## src/rtl/traffic_pkg.sv

```systemverilog
// traffic_pkg: shared state encoding, lamp aspects and side one-hot constants
package traffic_pkg;
  typedef enum logic [3:0] {
    MAIN_G, MAIN_Y, AR1, SEEK, SEEK_ADV, SIDE_G, SIDE_Y, AR2, SIDE_DONE
  } state_t;
  localparam logic [2:0] RED = 3'b100;
  localparam logic [2:0] YEL = 3'b010;
  localparam logic [2:0] GRN = 3'b001;
  localparam logic [3:0] SIDE1 = 4'b0001;
  localparam logic [3:0] SIDE2 = 4'b0010;
  localparam logic [3:0] SIDE3 = 4'b0100;
  localparam logic [3:0] SIDE4 = 4'b1000;
endpackage

```

## src/rtl/phase_timer.sv

```systemverilog
// phase_timer: loadable tick-driven down-counter for phase durations
// ports: clk, reset_n (async, active-low), load/load_val (reload count),
//        tick (decrement enable), done (count is zero on a tick)
module phase_timer #(
  parameter int CNT_W = 8,
  parameter logic [CNT_W-1:0] RST_VAL = '0
) (
  input  logic             clk,
  input  logic             reset_n,
  input  logic             load,
  input  logic [CNT_W-1:0] load_val,
  input  logic             tick,
  output logic             done
);
  logic [CNT_W-1:0] count;
  always_ff @(posedge clk or negedge reset_n)
    if (!reset_n) count <= RST_VAL;
    else if (load) count <= load_val;
    else if (tick && count != '0) count <= count - CNT_W'(1);
  assign done = tick && count == '0;
endmodule

```

## src/rtl/traffic_phase_ctrl.sv

```systemverilog
// traffic_phase_ctrl: main/side road phase sequencer driving a one-hot side selector
// ports: clk, reset_n (async, active-low), tick (timebase), T (side sensors),
//        side_sel (selector feedback), next (selector advance strobe),
//        main_light/side_light ({R,Y,G}), side_go (granted side), req_pend (latched requests)
module traffic_phase_ctrl import traffic_pkg::*; #(
  parameter int MAIN_GREEN_MIN = 20,
  parameter int SIDE_GREEN     = 10,
  parameter int YELLOW         = 3,
  parameter int ALL_RED        = 1,
  parameter int CNT_W          = 8,
  parameter int SEEK_MAX       = 8
) (
  input  logic       clk,
  input  logic       reset_n,
  input  logic       tick,
  input  logic [3:0] T,
  input  logic [3:0] side_sel,
  output logic       next,
  output logic [2:0] main_light,
  output logic [2:0] side_light,
  output logic [3:0] side_go,
  output logic [3:0] req_pend
);
  localparam int SC_W = $clog2(SEEK_MAX + 1);
  state_t state, state_nx;
  logic [SC_W-1:0] seek_cnt;
  logic [CNT_W-1:0] load_val;
  logic done, load, hit, enter_side;
  assign hit = |(side_sel & req_pend);
  always_comb begin
    state_nx = state;
    case (state)
      MAIN_G:    if (done && |req_pend) state_nx = MAIN_Y;
      MAIN_Y:    if (done) state_nx = AR1;
      AR1:       if (done) state_nx = SEEK;
      SEEK:      state_nx = hit ? SIDE_G : (req_pend == '0 || seek_cnt == SC_W'(SEEK_MAX)) ? MAIN_G : SEEK_ADV;
      SEEK_ADV:  state_nx = SEEK;
      SIDE_G:    if (done) state_nx = SIDE_Y;
      SIDE_Y:    if (done) state_nx = AR2;
      AR2:       if (done) state_nx = SIDE_DONE;
      SIDE_DONE: state_nx = MAIN_G;
      default:   state_nx = MAIN_G;
    endcase
  end
  // the timer reloads with the duration of whichever state is being entered
  assign load = state_nx != state;
  assign load_val = state_nx == MAIN_G ? CNT_W'(MAIN_GREEN_MIN - 1) :
                    state_nx == SIDE_G ? CNT_W'(SIDE_GREEN - 1) :
                    (state_nx == MAIN_Y || state_nx == SIDE_Y) ? CNT_W'(YELLOW - 1) :
                    CNT_W'(ALL_RED - 1);
  assign enter_side = state_nx == SIDE_G && state != SIDE_G;
  phase_timer #(.CNT_W(CNT_W), .RST_VAL(CNT_W'(MAIN_GREEN_MIN - 1))) u_timer (
    .clk(clk), .reset_n(reset_n), .load(load), .load_val(load_val), .tick(tick), .done(done)
  );
  always_ff @(posedge clk or negedge reset_n)
    if (!reset_n) begin
      state <= MAIN_G;
      req_pend <= '0;
      seek_cnt <= '0;
    end else begin
      state <= state_nx;
      // clearing the served side wins over a same-cycle sensor set
      req_pend <= (req_pend | T) & ~(enter_side ? side_sel : 4'b0000);
      seek_cnt <= (state_nx == AR1 && state != AR1) ? '0 :
                  (state == SEEK && state_nx == SEEK_ADV) ? seek_cnt + SC_W'(1) : seek_cnt;
    end
  assign next = state == SEEK_ADV || state == SIDE_DONE;
  assign main_light = state == MAIN_G ? GRN : state == MAIN_Y ? YEL : RED;
  assign side_light = state == SIDE_G ? GRN : state == SIDE_Y ? YEL : RED;
  assign side_go = state == SIDE_G ? side_sel : 4'b0000;
endmodule

```

## config.mk

```make
export PLATFORM = sky130hd
export DESIGN_NAME = traffic_phase_ctrl
export DESIGN_NICKNAME = d
export VERILOG_FILES = /design/src/rtl/traffic_pkg.sv /design/src/rtl/phase_timer.sv /design/src/rtl/traffic_phase_ctrl.sv
export SDC_FILE = /design/constraint.sdc
export NUM_CORES = 1
export LEC_CHECK = 0
export CORE_ASPECT_RATIO = 1.1
export CORE_MARGIN = 2
export CORE_UTILIZATION = 25
export DETAILED_ROUTE_END_ITERATION = 12
export PLACE_DENSITY_LB_ADDON = 0.25
export SLEW_MARGIN = 20
export SYNTH_ARGS = -nofsm -noshare
export SYNTH_HDL_FRONTEND = slang
export SYNTH_SLANG_ARGS = --single-unit
```

## constraint.sdc

```tcl
create_clock -name clk -period 2.1 [get_ports clk]
set_input_delay 0.42 -clock clk [delete_from_list [all_inputs] [get_ports clk]]
set_output_delay 0.42 -clock clk [all_outputs]
set_load 0.02 [all_outputs]
```

## Word level (Yosys, flattened, before mapping)

Cells that the tools add are included.

- RAM bits: 0
- Input port bits: 11
- Logic and storage cells: 67
- Register bits after elaboration: 20
- Memories kept: 0
- Bits in read-only memories: 0
- Output and inout port bits: 15
- Latch bits: 0

- $mul: 0
- $lt $le $gt $ge: 0
- Bitwise operators: 4
- Shift-type cells: 0
- Mux-type cells: 22
- Add/subtract/negate cells: 2
- Div/mod/pow operators: 0
- Eq/ne operators: 17
- Reduce and logical (&&, ||, !) cells: 18

Operators with widths:

| kind | number |
|---|---|
| 4-bit 2-to-1 mux | 11 |
| 4-bit case mux with 8 select lines | 1 |
| 4-bit by 3-bit == test with 1-bit output, second input constant | 7 |
| 3-bit 2-to-1 mux | 6 |
| 8-bit 2-to-1 mux | 2 |
| 4-bit by 2-bit == test with 1-bit output, second input constant | 3 |
| 4-bit logical NOT | 3 |
| 4-bit AND | 2 |
| 4-bit by 1-bit == test with 1-bit output, second input constant | 2 |
| 4-bit == test, second input constant | 2 |
| 8-bit logical NOT | 1 |
| 8-bit nonzero test | 1 |
| 4-bit OR reduction | 2 |
| 8-bit by 1-bit subtractor with 8-bit output, second input constant | 1 |
| 1-bit logical AND | 6 |
| 5-bit 2-to-1 mux | 1 |
| 4-bit by 1-bit adder with 4-bit output, second input constant | 1 |
| 4-bit by 2-bit inequality test with 1-bit output, second input constant | 1 |
| 4-bit by 3-bit inequality test with 1-bit output, second input constant | 1 |
| 4-bit inequality test | 1 |
| 4-bit inverter | 1 |
| 4-bit bitwise OR | 1 |
| 2-bit nonzero test | 2 |
| 1-bit logical OR | 3 |
| 2-bit 2-to-1 mux | 1 |

## Longest topological paths before layout

- Word-level depth: 11
- Mapped depth: 8
- Mapped depth without buffers: 7

## Hierarchy

From an unflattened synthesis, not the netlist that was laid out.

- Cell total of the unflattened synthesis: 154
- Area, all modules: 1425.1 µm²

By module, submodules not included:

| module | cells an instance | instances | seq. area each (µm²) | area each (µm²) |
|---|---|---|---|---|
| traffic_phase_ctrl | 98 | 1 | 300.3 | 870.8 |
| phase_timer | 56 | 1 | 203.9 | 554.3 |

## Least setup slack after synthesis

OpenSTA, ideal clock, no wires.

- Kind: register to output
- Start: reg state[1]
- End: out side_go[0]
- Stages on the path, launching flop included: 5
- Data required time: 1.680 ns
- Arrival: 1.794 ns
- Slack: -0.114 ns
- Cell sequence: dfrtp_1 > buf_6 > or2b_2 > nor3_1 > and2_1

- Word-level cells in the longest chain between the ends: 2

RTL lines:

| item | RTL line | RTL |
|---|---|---|
| start: declaration | traffic_phase_ctrl.sv:25 | `state_t state, state_nx;` |
| start signal: assignment | traffic_phase_ctrl.sv:61 | `state <= state_nx;` |
| 4-bit by 3-bit == test with 1-bit output | traffic_phase_ctrl.sv:70 | `assign side_go = state == SIDE_G ? side_sel : 4'b0000;` |
| 4-bit 2-to-1 mux | traffic_phase_ctrl.sv:70 |  |
| end: declaration | traffic_phase_ctrl.sv:21 | `output logic [3:0] side_go,` |

No other way between the ends.

## Final worst setup path

- Start: reg u_timer.count[0]
- End: reg u_timer.count[0]

- Word-level cells in the longest chain between the ends: 9

RTL lines:

| item | RTL line | RTL |
|---|---|---|
| start: declaration | phase_timer.sv:15 | `logic [CNT_W-1:0] count;` |
| start signal: assignment | phase_timer.sv:18 | `else if (load) count <= load_val;` |
| start signal: assignment | phase_timer.sv:19 | `else if (tick && count != '0) count <= count - CNT_W'(1);` |
| 8-bit logical NOT | phase_timer.sv:20 | `assign done = tick && count == '0;` |
| 1-bit logical AND | phase_timer.sv:20 |  |
| 1-bit logical AND | traffic_phase_ctrl.sv:33 | `MAIN_G: if (done && \|req_pend) state_nx = MAIN_Y;` |
| 4-bit 2-to-1 mux | traffic_phase_ctrl.sv:33 |  |
| 4-bit case mux with 8 select lines | traffic_phase_ctrl.sv:32 | `case (state)` |
| 4-bit by 3-bit == test with 1-bit output | traffic_phase_ctrl.sv:48 | `state_nx == SIDE_G ? CNT_W'(SIDE_GREEN - 1) :` |
| 4-bit 2-to-1 mux | traffic_phase_ctrl.sv:48 |  |
| 5-bit 2-to-1 mux | traffic_phase_ctrl.sv:47 | `assign load_val = state_nx == MAIN_G ? CNT_W'(MAIN_GREEN_MIN - 1) :` |
| 8-bit 2-to-1 mux | phase_timer.sv:18 |  |

Several ways; a longest one is shown, not always the timed one. The select of a mux whose other input is x is not followed.
A chain may end at the register's enable or synchronous reset.

==> impl_metrics.tcl <==
set metrics [dict create \
    synthMostInstantiatedCell "nor2_1" \
    ys_types 47 \
    synth_compound_gate_area_share_pct 19.4 \
    syn2layout_area_growth_pct 45.5 \
    wl_per_cell_um 12.5 \
    timing.max_cap.violations 0 \
    place_congestion 0.753 \
    grt_pass1_wl_um 6070 \
    antenna_found_initial 0 \
    synth.top_cell.area_share_pct 30.9 \
    io_buffers 25 \
    vias 1282 \
    setup.worst_path.start_class "flop" \
    finalMaxSlewViolations 0 \
    critical_path_class "reg -> reg" \
    setup_viol 0 \
    cts_max_level 1 \
    setup_slack_ns 0.0919 \
    die-width_um 74.8 \
    ys_warn_count 0 \
    fp.dieH_um 81.9 \
    synth.cells.most_frequent "19 x nor2_1, 17 x dfrtp_1, 9 x a21oi_1, 9 x nand2_1" \
    dpl_worst_slack_ns -0.205 \
    grt_pass1_vias 1286 \
    r2r_end "u_timer.count[0]" \
    synth-xor-area-share_pct 3.81 \
    min_from "seek_cnt[3]" \
    clockBufferDepth 2 \
    fin_setup_tns_ns 0 \
    cp_max_fo 7 \
    antenna_cells 0 \
    synth_mux_area_share_pct 2.90 \
    clk_root_buffer_cell "clkbuf_8" \
    synth_edf_count 0 \
    globalRouteMet2Util_pct 22.9 \
    grt_max_degree 21 \
    dieArea_sq_um 6130 \
    nets 226 \
    reg2reg_from "u_timer.count[0]" \
    synth_adder_area_share_pct 4.36 \
    initial_core_util_pct 25.7 \
    hp-class "reg -> reg" \
    irDropWorstVdd_mv 0.576 \
    clock.fmax_mhz 498 \
    syn_area_sq_um 1380 \
    synth.largest_area_cell "dfrtp_1" \
    synthFlopType "dfrtp_1" \
    ys_ff_latch 20 \
    power_density_nw_per_um2 1480 \
    routed_wl_um 3560 \
    cts_buffers 3 \
    fillerInstances 554 \
    hold_viol 0 \
    core_sq_um 5360 \
    fin_crit_sh_pct 95.6 \
    grt_busiest_layer "met2" \
    clock-sinks 20 \
    clk_latency_ns 0.27 \
    cp.required_ns 2.29 \
    clkTransAtPathRegs_ns 0.09 \
    first_iter_violations 47 \
    drive_gt1_share_pct 33.8 \
    cts_hold_buf 0 \
    ant_nets 0 \
    avgSynthCellArea_sq_um 9.25 \
    cp.arrival_ns 2.19 \
    yosys.area_share.simple_pct 27.0 \
    detail_route.first_pass.iterations 4 \
    fin_skew_ns 0.0116 \
    syn_nets 164 \
    dpl_cell_area_sq_um 1950 \
    critPathCaptureType "flop" \
    synthArstFlopShare_pct 100 \
    p_leak_nw 0.875 \
    rows 28 \
    vias_per_cell 4.50 \
    netlist_top_cells_area "dfrtp_1 31%, dfstp_2 5.7%, nor2_1 5.2%, ha_1 3.6%, a21oi_1 3.3%" \
    io_pins 26 \
    grt_use_total_pct 13.0 \
    rsz0062_at_grt "true" \
    synth-seq-area-share_pct 36.6 \
    worst_pin_slew_ns 0.491 \
    grt_overflow 0 \
    gr-usage-met1_pct 16.7 \
    period_minus_slack_ns 2.01 \
    dp.final_hpwl_um 2730 \
    min_path_cells 1 \
    use_met3_pct 2.58 \
    cts_tree "yes" \
    outcome "complete, no violations" \
    holdPathEnd "seek_cnt[3]" \
    fin_area_sq_um 2010 \
    syn_inst 149 \
    synth_top_family_by_area "simple AND/OR/NAND/NOR gates" \
    r2r_setup_slack_ns 0.09 \
    reg2reg_depth 9 \
    remaining_drc_errors 0 \
    slew_headroom_pct 67.3 \
]
-- state kept, by name, indices dropped and copies added (netlist names) --
| register | count |
|---|---|
| seek_cnt | 4 |
| u_timer.count | 8 |
| req_pend | 4 |
| state | 4 |
-- kinds of logic after synthesis --
kind of cell | after synthesis
AND/OR/NAND/NOR | 67
AO/OA/AOI/OAI | 33
flip-flops | 20
buffers and inverters | 14
XOR/XNOR | 6
adder cells (fa/ha/maj) | 5
multiplexers | 4
-- layout make-up --
| class | instances | area [sq um] | area share (%) |
|---|---|---|---|
| Multi-Input combinational cell | 115 | 830 | 41.4 |
| Sequential cell | 20 | 505 | 25.2 |
| Timing Repair Buffer | 62 | 498 | 24.8 |
| Tap cell | 75 | 93.8 | 4.68 |
| Clock buffer | 4 | 45.0 | 2.25 |
| Inverter | 9 | 33.8 | 1.68 |
-- cell usage in the layout (no fill, tap or decap), types with 4 or more instances in the layout --
master,count
buf_4,37
nor2_1,19
dfrtp_1,16
clkdlybuf4s50_1,14
nand2_1,9
a21oi_1,9
inv_1,8
nand3_1,8
nor3_1,6
and2_1,6
o21ai_0,5
xor2_1,5
buf_2,5
mux2i_1,4
ha_1,4
dlygate4sd2_1,4
-- report_power, final --
part | leakage, nW | internal, W | switching (W)
registers | 0.233 | 0.000563 | 0.000137
clock network | 0.0228 | 0.000135 | 0.000140
logic | 0.619 | 0.000984 | 0.00100
-- worst max-delay path, stage by stage, from the launching register on --
cell and delay [ns]:
dfstp_2 0.55, inv_1 0.06, ha_1 0.23, nor4bb_1 0.13
buf_4 0.14, a22oi_1 0.15, o221ai_1 0.14, buf_4 0.17
buf_4 0.14, a311oi_2 0.22
-- worst max path at each step --
stage / depth (start not counted) / slack (ns) / startpoint / end
after floorplan: 3 / 0.08 / state[0] / side_light[2]
after global placement: 7 / -0.16 / tick / u_timer.count[0]
after detailed placement: 7 / -0.21 / tick / u_timer.count[0]
after CTS: 5 / 0.002 / state[1] / side_go[0]
after global routing: 8 / -0.02 / tick / u_timer.count[4]
final: 9 / 0.09 / u_timer.count[0] / u_timer.count[0]
-- stage by stage --
| step | std cells | util, % | power (W) | hold slack [ns] |
|---|---|---|---|---|
| global route | 285 | 37.4 | 0.00324 | 0.527 |
| detailed placement | 280 | 36.4 | 0.00269 | 0.473 |
| floorplan | 149 | - | 0.00186 | 0.124 |
| global placement | 280 | 36.4 | 0.00269 | 0.466 |
| finish | 285 | 37.4 | 0.00296 | 0.486 |
| CTS | 284 | 37.2 | 0.00294 | 0.484 |
-- repair_timing --
| item | CTS | global route |
|---|---|---|
| setup endpoints to repair | 11 | 11 |
| pin swaps | 0 | 3 |
| setup buffers | 0 | 1 |
| gates resized for setup | 22 | 13 |
| hold endpoints to repair | 0 | 0 |
-- routing by layer --
layer | part of all wire (%) | wire length, um
met1 | 48 | 1700
met2 | 47 | 1690
met3 | 4.4 | 158
met4 | 0.37 | 13
met5 | 0 | 0
Power figures use the tool's default switching activity.
==> variant 1: new RTL, same settings <==
Compare `seek_cnt` against `SC_W'(SEEK_MAX)` with >= in place of ==.
--- a/src/rtl/traffic_phase_ctrl.sv
+++ b/src/rtl/traffic_phase_ctrl.sv
@@ -33,7 +33,7 @@
       MAIN_G:    if (done && |req_pend) state_nx = MAIN_Y;
       MAIN_Y:    if (done) state_nx = AR1;
       AR1:       if (done) state_nx = SEEK;
-      SEEK:      state_nx = hit ? SIDE_G : (req_pend == '0 || seek_cnt == SC_W'(SEEK_MAX)) ? MAIN_G : SEEK_ADV;
+      SEEK:      state_nx = hit ? SIDE_G : (req_pend == '0 || seek_cnt >= SC_W'(SEEK_MAX)) ? MAIN_G : SEEK_ADV;
       SEEK_ADV:  state_nx = SEEK;
       SIDE_G:    if (done) state_nx = SIDE_Y;
       SIDE_Y:    if (done) state_nx = AR2;
Check against the original RTL: same outputs for any inputs over 10 cycles, from zero or initial values and one cycle with reset_n low; that may be too few to reach the edited logic, so the function may still have changed.
==> variant 1 against the original RTL <==
Setup slack worse by 46 ps. Routed wire length is 3.3% lower. Sequential share of layout area is 1.3 points higher. Sequential cell count stayed put. Power is 14% lower. Area after synthesis is 2.2% lower. Worst hold slack better by 2.0 ps. Final area is 5.3% lower. Combinational power is 26% lower. Critical endpoint is now u_timer.count[3]$_DFFE_PN0P_. Highest routed layer unchanged.
==> variant 1: results (changes against the original RTL) <==
* Final nets at 204 (-9.7%)
* Worst slew pin tran at 407 ps (-83.4 ps)
* 1st-iter DRT viols at 23 (-51%)
* HPWL after DPL at 2660 um (-2.6%)
* Status: completed
* Switching Share at 42.1% (-1.1 points)
* Sequential share of the synthesized area at 37.4% (+0.81 points)
* Placed inst area at 1820 sq um (-6.5%)
* CTS Buf Count at 3 (unchanged)
* Drt pass-1 iters at 4 (unchanged)
* Fraction of layout cells with a size suffix above 1 at 27.7% (-6.1 points)
* Yosys cell types at 52 (+11%)
* # fillers at 540 (-2.5%)
* WP data arrival at 2210 ps (+20 ps)
* Clock Path Buffers at 2 (unchanged)
* Final Skew at 2.47 ps (-9.17 ps)
* Worst vdd ir at 0.445 mV (-23%)
* Static leakage at 0.826 nW (-5.5%)
* GPL Wtd Cong at 0.776 (+3.1%)
* Total track usage at 12.4% (-0.51 points)
* Drt wl/cell at 13.1 um (+4.8%)
* Area contributors post-synth: dfrtp_1 (32%), dfstp_2 (5.8%), nor2_1 (4.5%)
* Syn_nets at 159 (-3.0%)
* First-pass GRT wire length at 5700 um (-6.0%)
* Most frequent cells after synthesis: dfrtp_1 (17), nor2_1 (16), a21oi_1 (10), inv_1 (8), nand3_1 (6)
* CP Max Fanout at 9 (+2)
==> variant 1: cell families (layout without fill, tap and decap cells) <==
family | Yosys count | count (layout) | synth area share [%]
compound gates | 33 | 33 | 20.0
xor+xnor | 7 | 7 | 4.55
buf+inv | 15 | 59 | 5.29
mux | 4 | 4 | 2.97
simple gates | 61 | 61 | 26.1
flops | 20 | 20 | 37.4
fa+ha+maj | 4 | 4 | 3.71
==> variant 1: final timing paths <==
path / slack, ps / start / endpoint / cells past startpoint
max: 50 / u_timer.count[0]$_DFFE_PN1P_ / u_timer.count[3]$_DFFE_PN0P_ / 9
min: 490 / seek_cnt[2]$_DFFE_PN0P_ / seek_cnt[2]$_DFFE_PN0P_ / 1
max reg2reg: 50 / u_timer.count[0]$_DFFE_PN1P_ / u_timer.count[3]$_DFFE_PN0P_ / 9
min reg2reg: 490 / seek_cnt[2]$_DFFE_PN0P_ / seek_cnt[2]$_DFFE_PN0P_ / 1
max in group asynchronous: 1330 / reset_n / u_timer.count[0]$_DFFE_PN1P_ / 2
min in group asynchronous: 500 / reset_n / u_timer.count[6]$_DFFE_PN0P_ / 2
==> variant 1: through the flow <==
| step | worst slack [ps] | cells | hold WS [ps] | TNS (ps) |
|---|---|---|---|---|
| CTS | 21.5 | 263 | 492 | 0 |
| detailed placement | -175 | 259 | 481 | -906 |
| global route | -14.7 | 263 | 510 | -37.6 |
| global placement | -148 | 259 | 481 | -888 |
| finish | 45.5 | 263 | 488 | 0 |
| floorplan | 170 | 144 | 124 | 0 |
==> variant 1: final cells by class <==
| class | instances | area, sq um | area share (%) |
|---|---|---|---|
| multi-input cells | 109 | 808 | 42.6 |
| flip-flops and latches | 20 | 504 | 26.5 |
| repair buffers | 47 | 392 | 20.6 |
| clock inverters | 1 | 30.0 | 1.58 |
| clock buffers | 3 | 41.3 | 2.17 |
| inverters | 8 | 30.0 | 1.58 |
| well taps | 75 | 93.8 | 4.94 |
==> variant 1: layer usage <==
metal	routed length [um]	global-route usage (%)
met5	0	0
met4	63	4.91
met3	66	2.61
met2	1840	22.6
met1	1460	14.0
==> variant 1: critical path: stages (launching register included) <==
cell and delay, ps:
dfstp_2 560, inv_1 60, ha_1 200, nor4bb_1 130
buf_4 170, a21oi_4 170, o221ai_2 120, buf_6 150
o22a_1 200, o22a_1 190
==> variant 1: repair_timing <==
| action | 4_1_cts | 5_1_grt |
|---|---|---|
| endpoints found under the setup margin | 12 | 9 |
| hold endpoints to repair | 0 | 0 |
| resized for setup | 12 | 15 |
| pin swaps | 0 | 4 |
==> variant 1: power by group through the flow <==
stage	clock (mW)	sequential (mW)	combinational, mW
floorplan	0	0.676	0.891
global placement	0	0.666	1.45
detailed placement	0	0.679	1.48
CTS	0.402	0.670	1.44
global route	0.423	0.691	1.62
finish	0.393	0.668	1.48
==> variant 2: new RTL, same settings <==
Made on the original files. `CNT_W` is set to 8 in 2 places; all go to 6.
--- a/src/rtl/phase_timer.sv
+++ b/src/rtl/phase_timer.sv
@@ -2,7 +2,7 @@
 // ports: clk, reset_n (async, active-low), load/load_val (reload count),
 //        tick (decrement enable), done (count is zero on a tick)
 module phase_timer #(
-  parameter int CNT_W = 8,
+  parameter int CNT_W = 6,
   parameter logic [CNT_W-1:0] RST_VAL = '0
 ) (
   input  logic             clk,
--- a/src/rtl/traffic_phase_ctrl.sv
+++ b/src/rtl/traffic_phase_ctrl.sv
@@ -7,7 +7,7 @@
   parameter int SIDE_GREEN     = 10,
   parameter int YELLOW         = 3,
   parameter int ALL_RED        = 1,
-  parameter int CNT_W          = 8,
+  parameter int CNT_W          = 6,
   parameter int SEEK_MAX       = 8
 ) (
   input  logic       clk,
Formal check against the unedited RTL: same outputs for any inputs over 10 cycles, from zero or initial values and one cycle with reset_n low; that may be too few to reach the edited logic, so the function may still have changed.
==> variant 2 against the original RTL <==
Global-route usage decreased by 0.78 points. Sequential power decreased by 6.9%. Largest cell class unchanged. Count of clock-buffer cells in the layout unchanged. Power decreased by 17%. Sequential cell count decreased by 2. Largest power group unchanged. Critical path type unchanged. Setup slack got worse by 43 ps. Highest routed layer unchanged. Critical endpoint is now u_timer.count[3]$_DFFE_PN0P_. Clock power decreased by 7%. Routed wire length decreased by 8.5%. Critical path depth decreased by 2. Final area decreased by 16%. Core utilization decreased by 1.1 points. Cell count decreased by 19%. Area after synthesis decreased by 12%. First-iteration DRC count increased by 30%.
==> variant 2: results (changes against the original RTL) <==
* Adder-Cell Fraction of Synth Area at 4.14% (-0.21 points)
* Hold Crit Class: in2async
* R2r setup slk at 50 ps (-40 ps)
* CTS Buf Count at 3 (unchanged)
* DP Cell Count at 227 (-19%)
* Post-Synth XOR/XNOR Area at 2.90% (-0.91 points)
* Biggest register: u_timer.count
* Static leakage at 0.785 nW (-10%)
* Gate Count Post-Synth at 137 (-8.1%)
* Most frequent cells after synthesis: dfrtp_1 (15), nor2_1 (14), nand2_1 (12), a21oi_1 (8), inv_1 (8)
* Final nets at 191 (-15%)
* Yosys cell types at 42 (-11%)
* WHS at 492 ps (+5.57 ps)
* Critical path type: reg2reg
* Total track usage at 12.2% (-0.78 points)
* R2R cell count at 7 (-2)
* Antenna diodes at 0 (unchanged)
* Root Buffer Master: clkbuf_8
* HPWL after DPL at 2480 um (-9.3%)
* Status: completed
* CP Max Fanout at 6 (-1)
* Mux share of post-synthesis cell area at 4.14% (+1.2 points)
* First-pass GRT wire length at 5340 um (-12%)
* H-tree depth at 1 (unchanged)
* Clk slew on worst S/H paths at 70 ps (-20 ps)
* Area contributors post-synth: dfrtp_1 (31%), dfstp_2 (6.5%), nor2_1 (4.3%)
* Largest net degree at the start of global routing at 19 (-9.5%)
* Total Wirelength at 3250 um (-8.5%)
* Max reg flops at 6 (-2)
* Complex-gate fraction of the synthesized area at 17.3% (-2.1 points)
* Placed inst area at 1610 sq um (-17%)
* 1st-iter DRT viols at 61 (+30%)
* Port bufs at 25 (unchanged)
* Worst vdd ir at 0.298 mV (-48%)
* DP Worst Slack at 11.1 ps (+216 ps)
* Clk_lat worst skew at 250 ps (-20 ps)
* Syn_nets at 152 (-7.3%)
* Fraction of layout cells with a size suffix above 1 at 20.0% (-14 points)
* Min cycle time layout at 2050 ps (+43.2 ps)
* Drt wl/cell at 14.1 um (+13%)
* Vias at 1134 (-12%)
* Worst slew pin tran at 567 ps (+76.9 ps)
* Final Skew at 1.42 ps (-10.2 ps)
* GPL Wtd Cong at 0.828 (+10%)
* Reg-to-reg critical path endpoint: u_timer.count[3]$_DFFE_PN0P_
* Ys flop type: dfrtp_1
* Sequential share of the synthesized area at 37.6% (+1.0 points)
variant 2: critical path, cell delays in order, from the launching register on:
cell and delay [ps]:
dfstp_2 560, inv_2 40, ha_2 170, or4b_4 230, o22ai_2 70, a2111o_1 470
o22a_1 210, o22a_1 190
variant 2: worst min path at each step:
stage                                       start                            to
after CTS                                 reset_n  u_timer.count[2]$_DFFE_PN0P_
after floorplan                           reset_n         req_pend[0]$_DFF_PN0_
final                                     reset_n  u_timer.count[2]$_DFFE_PN0P_
after global routing                      reset_n  u_timer.count[2]$_DFFE_PN0P_
after global placement    seek_cnt[2]$_DFFE_PN0P_       seek_cnt[2]$_DFFE_PN0P_
after detailed placement  seek_cnt[2]$_DFFE_PN0P_       seek_cnt[2]$_DFFE_PN0P_
variant 2: layout make-up:
type / instances / area, sq um
Sequential cell: 18 / 454
Tap cell: 56 / 70.1
Multi-Input combinational cell: 104 / 728
Inverter: 8 / 30.0
Fill cell: 474 / 2960
Clock buffer: 4 / 45.0
Timing Repair Buffer: 41 / 364
variant 2: report_power, final:
part | internal (mW) | switching, mW
clock network | 0.135 | 0.122
registers | 0.511 | 0.140
logic | 0.711 | 0.839
variant 2: routing by layer:
metal	GRT usage (%)	vias up	share of wire, %
met4	4.62	0	1.0
met1	15.4	549	45
met3	1.31	2	1.9
li1	-	569	-
met5	0	-	0
met2	21.0	14	52
variant 2: through the flow:
step / utilization, % / TNS [ps]
6_report: 36.4 / 0
5_1_grt: 36.4 / -28.5
4_1_cts: 35.5 / 0
3_5_place_dp: 34.7 / 0
3_3_place_gp: 34.7 / 0
2_1_floorplan: - / 0
variant 2: repair_timing:
item	4_1_cts	5_1_grt
pin swaps	0	3
setup endpoints to repair	11	14
gates resized for setup	11	14
